[config.mk]
export PLATFORM = sky130hd
export DESIGN_NAME = pipe_stage_skid
export DESIGN_NICKNAME = d
export VERILOG_FILES = /design/src/rtl/pipe_stage_skid.sv
export SDC_FILE = /design/constraint.sdc
export NUM_CORES = 1
export LEC_CHECK = 0
export ABC_AREA = 1
export BUFFER_PORTS_ARGS = -buffer_cell sky130_fd_sc_hd__buf_2
export CAP_MARGIN = 20
export CELL_PAD_IN_SITES_DETAIL_PLACEMENT = 1
export CELL_PAD_IN_SITES_GLOBAL_PLACEMENT = 1
export CORE_MARGIN = 2
export CORE_UTILIZATION = 36
export CTS_BUF_LIST = sky130_fd_sc_hd__clkbuf_16
export CTS_CLUSTER_DIAMETER = 150
export DETAILED_ROUTE_END_ITERATION = 16
export HOLD_SLACK_MARGIN = 0.15
export PLACE_DENSITY = 0.77
export SYNTH_ARGS = -nofsm -noshare
export SYNTH_HDL_FRONTEND = slang
export SYNTH_SLANG_ARGS = --single-unit
[constraint.sdc]
create_clock -name CLK -period 9.1 [get_ports CLK]
set_input_delay 1.82 -clock CLK [delete_from_list [all_inputs] [get_ports CLK]]
set_output_delay 1.82 -clock CLK [all_outputs]
set_load 0.03 [all_outputs]
[src/rtl/pipe_stage_skid.sv]
`default_nettype none
// ============================================================================
// Module   : pipe_stage_skid
// Purpose  : Valid/ready inter-stage pipeline register with an optional
//            one-entry skid buffer so stalls do not ripple combinationally.
// Revision : 1.0 - initial release
// ============================================================================
module pipe_stage_skid #(
  parameter int unsigned DATA_W         = 128,
  parameter int unsigned SKID           = 1,
  parameter int unsigned ZERO_ON_BUBBLE = 1
) (
  input  logic              CLK,
  input  logic              RST,
  input  logic              flush,
  input  logic              in_valid,
  output logic              in_ready,
  input  logic [DATA_W-1:0] in_data,
  output logic              out_valid,
  input  logic              out_ready,
  output logic [DATA_W-1:0] out_data,
  output logic [1:0]        occupancy
);

  typedef enum logic [1:0] {
    ST_EMPTY = 2'd0,
    ST_ONE   = 2'd1,
    ST_FULL  = 2'd2
  } state_t;

  state_t            state_q, state_d;
  logic [DATA_W-1:0] main_q, main_d;
  logic [DATA_W-1:0] skid_q, skid_d;
  logic              out_valid_q, out_valid_d;
  logic              in_fire, out_fire;

  assign in_fire  = in_valid & in_ready;
  assign out_fire = out_valid_q & out_ready;

  always_comb begin
    state_d = state_q;
    main_d  = main_q;
    skid_d  = skid_q;
    if (flush) begin
      // An out_fire in this cycle has already completed; only held beats die.
      state_d = ST_EMPTY;
      if (ZERO_ON_BUBBLE != 0) begin
        main_d = '0;
        skid_d = '0;
      end
    end else begin
      case (state_q)
        ST_EMPTY: begin
          if (in_fire) begin
            state_d = ST_ONE;
            main_d  = in_data;
          end
        end
        ST_ONE: begin
          if (in_fire && out_fire) begin
            main_d = in_data;
          end else if (in_fire && (SKID != 0)) begin
            state_d = ST_FULL;
            skid_d  = in_data;
          end else if (out_fire) begin
            state_d = ST_EMPTY;
            if (ZERO_ON_BUBBLE != 0) main_d = '0;
          end
        end
        ST_FULL: begin
          if (out_fire) begin
            state_d = ST_ONE;
            main_d  = skid_q;
            if (ZERO_ON_BUBBLE != 0) skid_d = '0;
          end
        end
        default: state_d = ST_EMPTY;
      endcase
    end
    out_valid_d = (state_d != ST_EMPTY);
  end

  always_ff @(posedge CLK or posedge RST) begin
    if (RST) begin
      state_q     <= ST_EMPTY;
      main_q      <= '0;
      skid_q      <= '0;
      out_valid_q <= 1'b0;
    end else begin
      state_q     <= state_d;
      main_q      <= main_d;
      skid_q      <= skid_d;
      out_valid_q <= out_valid_d;
    end
  end

  // With a skid entry, ready is decoded from state only; without one it must
  // look through to out_ready to sustain full throughput.
  generate
    if (SKID != 0) begin : g_skid_ready
      assign in_ready = (state_q != ST_FULL);
    end else begin : g_comb_ready
      assign in_ready = ~out_valid_q | out_ready;
    end
  endgenerate

  assign out_valid = out_valid_q;
  assign out_data  = main_q;
  assign occupancy = state_q;

endmodule
`default_nettype wire
; ---- Word level (Yosys, flattened, before mapping)
; Index checks and enable logic that the tools add are counted.
[classes]
bitwise = 2
n_eq_ne = 9
n_reduce_logical = 7
n_mux = 17
[ops]
columns = op, n
row1 = two-way mux 128 bit, 8
row2 = case mux 128 bit (3 select lines), 1
row3 = case mux 128 bit (2 select lines), 1
row4 = two-way mux 2 bit, 6
row5 = "!= test 3 bit, second input constant", 4
row6 = "!= test 4 bit, second input constant", 2
row7 = case mux 2 bit (3 select lines), 1
row8 = AND reduction 5 bit, 1
row9 = AND reduction 4 bit, 1
row10 = nonzero test 4 bit, 1
row11 = nonzero test 3 bit, 1
row12 = AND 1 bit, 2
row13 = "== test 2 x 1 -> 1 bit, second input constant", 1
row14 = "== test 2 bit, second input constant", 1
row15 = logical NOT 2 bit, 1
row16 = "!= test 2 bit, second input constant", 1
row17 = nonzero test 2 bit, 1
row18 = logical AND 1 bit, 1
[totals]
output_inout_bits = 132
wordCells = 39
ff_bits = 259

; ---- Logic depth before layout (Yosys ltp)
[depth]
ltp_word = 7
mapped_depth = 12

; ---- Worst setup path before layout
; OpenSTA, ideal clock, no wires.
[synth_timing]
path_type = flip-flop to output port
startpoint = register state_q[0] (netlist: occupancy[0])
endpoint = output port in_ready
path_stages_with_launch = 4
t_arrival_ns = 1.174
path_slack_ns = 6.106
path_cell_list = dfrtp_1 -> inv_1 -> ha_1 -> inv_1
[synth_via]
elab_chain_len = 1
[synth_lines]
columns = item, line_no
row1 = start: declaration, 31  ; state_t state_q, state_d;
row2 = start signal: assignment, 90  ; state_q <= state_d;
row3 = != test 2 bit, 101  ; assign in_ready = (state_q != ST_FULL);
row4 = end: declaration, 17  ; output logic in_ready,
; No other way between the ends.

; ---- Worst setup path after layout
[layout_timing]
startpoint = input port out_ready
endpoint = register skid_q[81]
[layout_via]
elab_chain_len = 4
elab_cells_between_ends = 5
cone_classes = 2 x eq/ne / 1 x bitwise / 2 x reduce/logical
[layout_lines]
columns = item, line_no
row1 = start: declaration, 20  ; input logic out_ready,
row2 = AND 1 bit (*), 38  ; assign out_fire = out_valid_q & out_ready;
row3 = logical AND 1 bit, 60  ; if (in_fire && out_fire) begin
row4 = != test 3 bit (no source line), n/a
row5 = AND reduction 4 bit (no source line) (*), n/a
row6 = end signal: assignment, 92  ; skid_q <= skid_d;
row7 = end: declaration, 33  ; logic [DATA_W-1:0] skid_q, skid_d;
; Every way passes the cells marked *; elsewhere a longest branch is shown, timed or not.
; A chain may end at the register's enable or synchronous reset.

==> run summary <==
Status: complete, no violations
Worst Clk Skew: 13.4 ps
Max FO, Critical Path: 72
#FFs+latches synth: 259
Clk_lat worst skew: 550 ps
Worst-path cell chain: buf_2, nand2_1, inv_1, nand2_1, nand2_1, nand3_4, nand2_4, buf_4, nand2_1, nand2_1
Hold buffers post-CTS: 0
Clock share of power: 33.6%
Power share of the sequential group: 42.6%
Biggest area consumer among synthesized cells: dfrtp_1
Slew @ Worst Pin: 1020 ps
CTS buffer count: 31
Slew HR: 32.3%
Die Ht: 192 um
Initial DRC Count: 487
Final #Nets: 2049
Die Wd: 192 um
CP Capture Type: flop
Slowest library cell on the worst path: buf_4
Post-synth EDFFs: 0
Largest net degree at the start of global routing: 181
Setup TNS: 0 ps
Min-Delay Endpoint: skid_q[58]
Worst R2R Path Depth: 11
CP Launch Point: out_ready
P_int: 2.17 mW
Hold_sp: skid_q[58]
Synth cell types: 15
Global-route wire length before repair: 63800 um
Critical path class: input pin to flop
DR WL/cell: 16.5 um
Worst EP required: 9580 ps
Final hold violation count: 0
Min-Delay Path Class: flop to flop
Delay-heaviest family, CP: simple AND/OR/NAND/NOR gates
Mapped Nets: 1853
Tcrit/Tclk final: 45.4%
Synthesis warning total: 0
Root buf cell: clkbuf_16
Syn Area/Cell: 7.43 sq um
Vias in the first global route: 12200
Fin cells: 2396
Share of layout cells above drive strength 1: 16.5%
PD cells: 222 nW/um^2
Drt first pass iters: 4
Core Rows: 68
Starting Density: 36.7%
Layout area overhead: 18.0%
Sw frac: 35.0%
P_sw: 1.17 mW
Remaining antenna violation count: 0
FMAX: 0.242 GHz
Crit path top cell by count: nand2_1
Via-per-instance ratio: 4.85
Post-synth top area share: 50.9%
CTS tree: yes
GRT Resource Usage Total: 21.5%
Worst-path clk slew: 50 ps
Number of gates resized after cts: 0
Top post-synthesis cells by area: dfrtp_1 (51%), nand2_1 (35%), nand3b_1 (7.5%), buf_2 (2.4%), buf_6 (1.8%)
Via count: 11600
Top Ports: 265
CTS sink cnt: 259
Final Critical Period: 4130 ps
CTS HTree Levels: 1
Largest stage delay, worst path: 780 ps
Core area: 34700 sq um
PortBufs: 264
Post-synth top cells: nand2_1 (1179), dfrtp_1 (259), nand3b_1 (128), buf_2 (61)
Leak Pwr: 8.90 nW
Worst VDD drop: 0.150 mV
Worst flop-to-flop path endpoint: skid_q[81]
Async SR Flop Fraction: 100%
Synth Cell Area: 12700 sq um
Final setup fails: 0
Sequential-to-total area share from yosys stat: 50.9%
Startpoint Class: input pin
Worst Path Arrival: 4610 ps
Clock Path Buffers: 3
Residual DRC: 0
Routed WL: 39500 um
Initial antenna violation count: 9
GRT overflow: 0
Die footprint: 36900 sq um
Max-cap viol count: 0
GP Congestion: 0.806
Setup Buffers After CTS: 0
Flop2flop setup slack: 5510 ps
CP bufs+invs: 3
Reg2Reg Launch Point: occupancy[0]
Dpl cells: 2333
Detailed placer's ending HPWL: 24300 um
Post-Syn Instances: 1715
RSZ-0062 raised after global routing: no
Slew Viols, Final: 0
Hold path depth: 2
Most frequent cell after synthesis: nand2_1
Main flop type after synthesis: dfrtp_1
Comb power frac: 23.8%
sequential cells by signal (all words and copies together), names as in the netlist:
signal     cells
occupancy      2
out_data     128
out_valid      1
skid_q       128
cell usage in the layout, fill, tap and decap left out, types with 3 or more instances in the layout:
| cell | Yosys | final |
|---|---|---|
| diode_2 | 0 | 7 |
| inv_1 | 16 | 20 |
| buf_4 | 7 | 10 |
| buf_2 | 61 | 264 |
| ha_1 | 5 | 5 |
| clkbuf_16 | 0 | 31 |
| nor2_1 | 7 | 6 |
| nand3b_1 | 128 | 128 |
| dfrtp_1 | 259 | 259 |
| nand2_1 | 1179 | 1177 |
| clkinv_2 | 0 | 4 |
| nand3_1 | 5 | 3 |
| clkinv_1 | 0 | 13 |
power groups by stage:
stage / Sequential (mW) / Combinational (mW) / Clock (mW)
2_1_floorplan: 1.58 / 0.411 / 0
3_3_place_gp: 1.43 / 0.787 / 0
3_5_place_dp: 1.43 / 0.807 / 0
4_1_cts: 1.42 / 0.810 / 1.15
5_1_grt: 1.44 / 0.889 / 1.20
6_report: 1.42 / 0.792 / 1.12
worst min-delay path: cells and delay by family (launching register included):
kind,cells,cell delay (ps)
flops,1,340
simple gates,2,100
stage by stage:
stage	hold slack, ps	power, mW	util, %	instance area (sq um)	worst slack (ps)
2_1_floorplan	442	1.99	-	12700	153
6_report	468	3.33	43.3	15000	4970
3_5_place_dp	458	2.24	40.7	14100	4320
5_1_grt	491	3.52	43.3	15000	4560
3_3_place_gp	455	2.22	40.7	14100	4380
4_1_cts	473	3.38	43.3	15000	4900
cell families after synthesis:
kind of cell | share of synthesized area [%]
compound gates | 0.118
flops | 50.9
fa+ha+maj | 0.491
buf+inv | 5.76
simple gates | 42.8
layout make-up:
class,instances,area (sq um)
multi-input cells,1328,5580
inverters,16,72.6
fillers,4434,19700
clock buffers,31,776
diodes,7,17.5
repair buffers,275,1420
flip-flops and latches,259,6480
well taps,455,569
clock inverters,25,125
per-layer routing:
| metal | vias up | track usage (%) | routed length (um) |
|---|---|---|---|
| met2 | 252 | 36.6 | 18600 |
| met1 | 5688 | 27.5 | 17300 |
| li1 | 5606 | - | - |
| met3 | 68 | 4.26 | 2370 |
| met4 | 4 | 6.81 | 1110 |
| met5 | - | 0 | 19 |
worst max-delay path by stage:
stage	to	slack (ps)	cells past startpoint
after floorplan	occupancy[0]	150	1
after global placement	skid_q[86]	4380	10
after detailed placement	skid_q[81]	4320	10
after CTS	skid_q[81]	4900	10
after global routing	skid_q[63]	4560	10
final	skid_q[81]	4970	10
(Power assumes the default switching activity.)
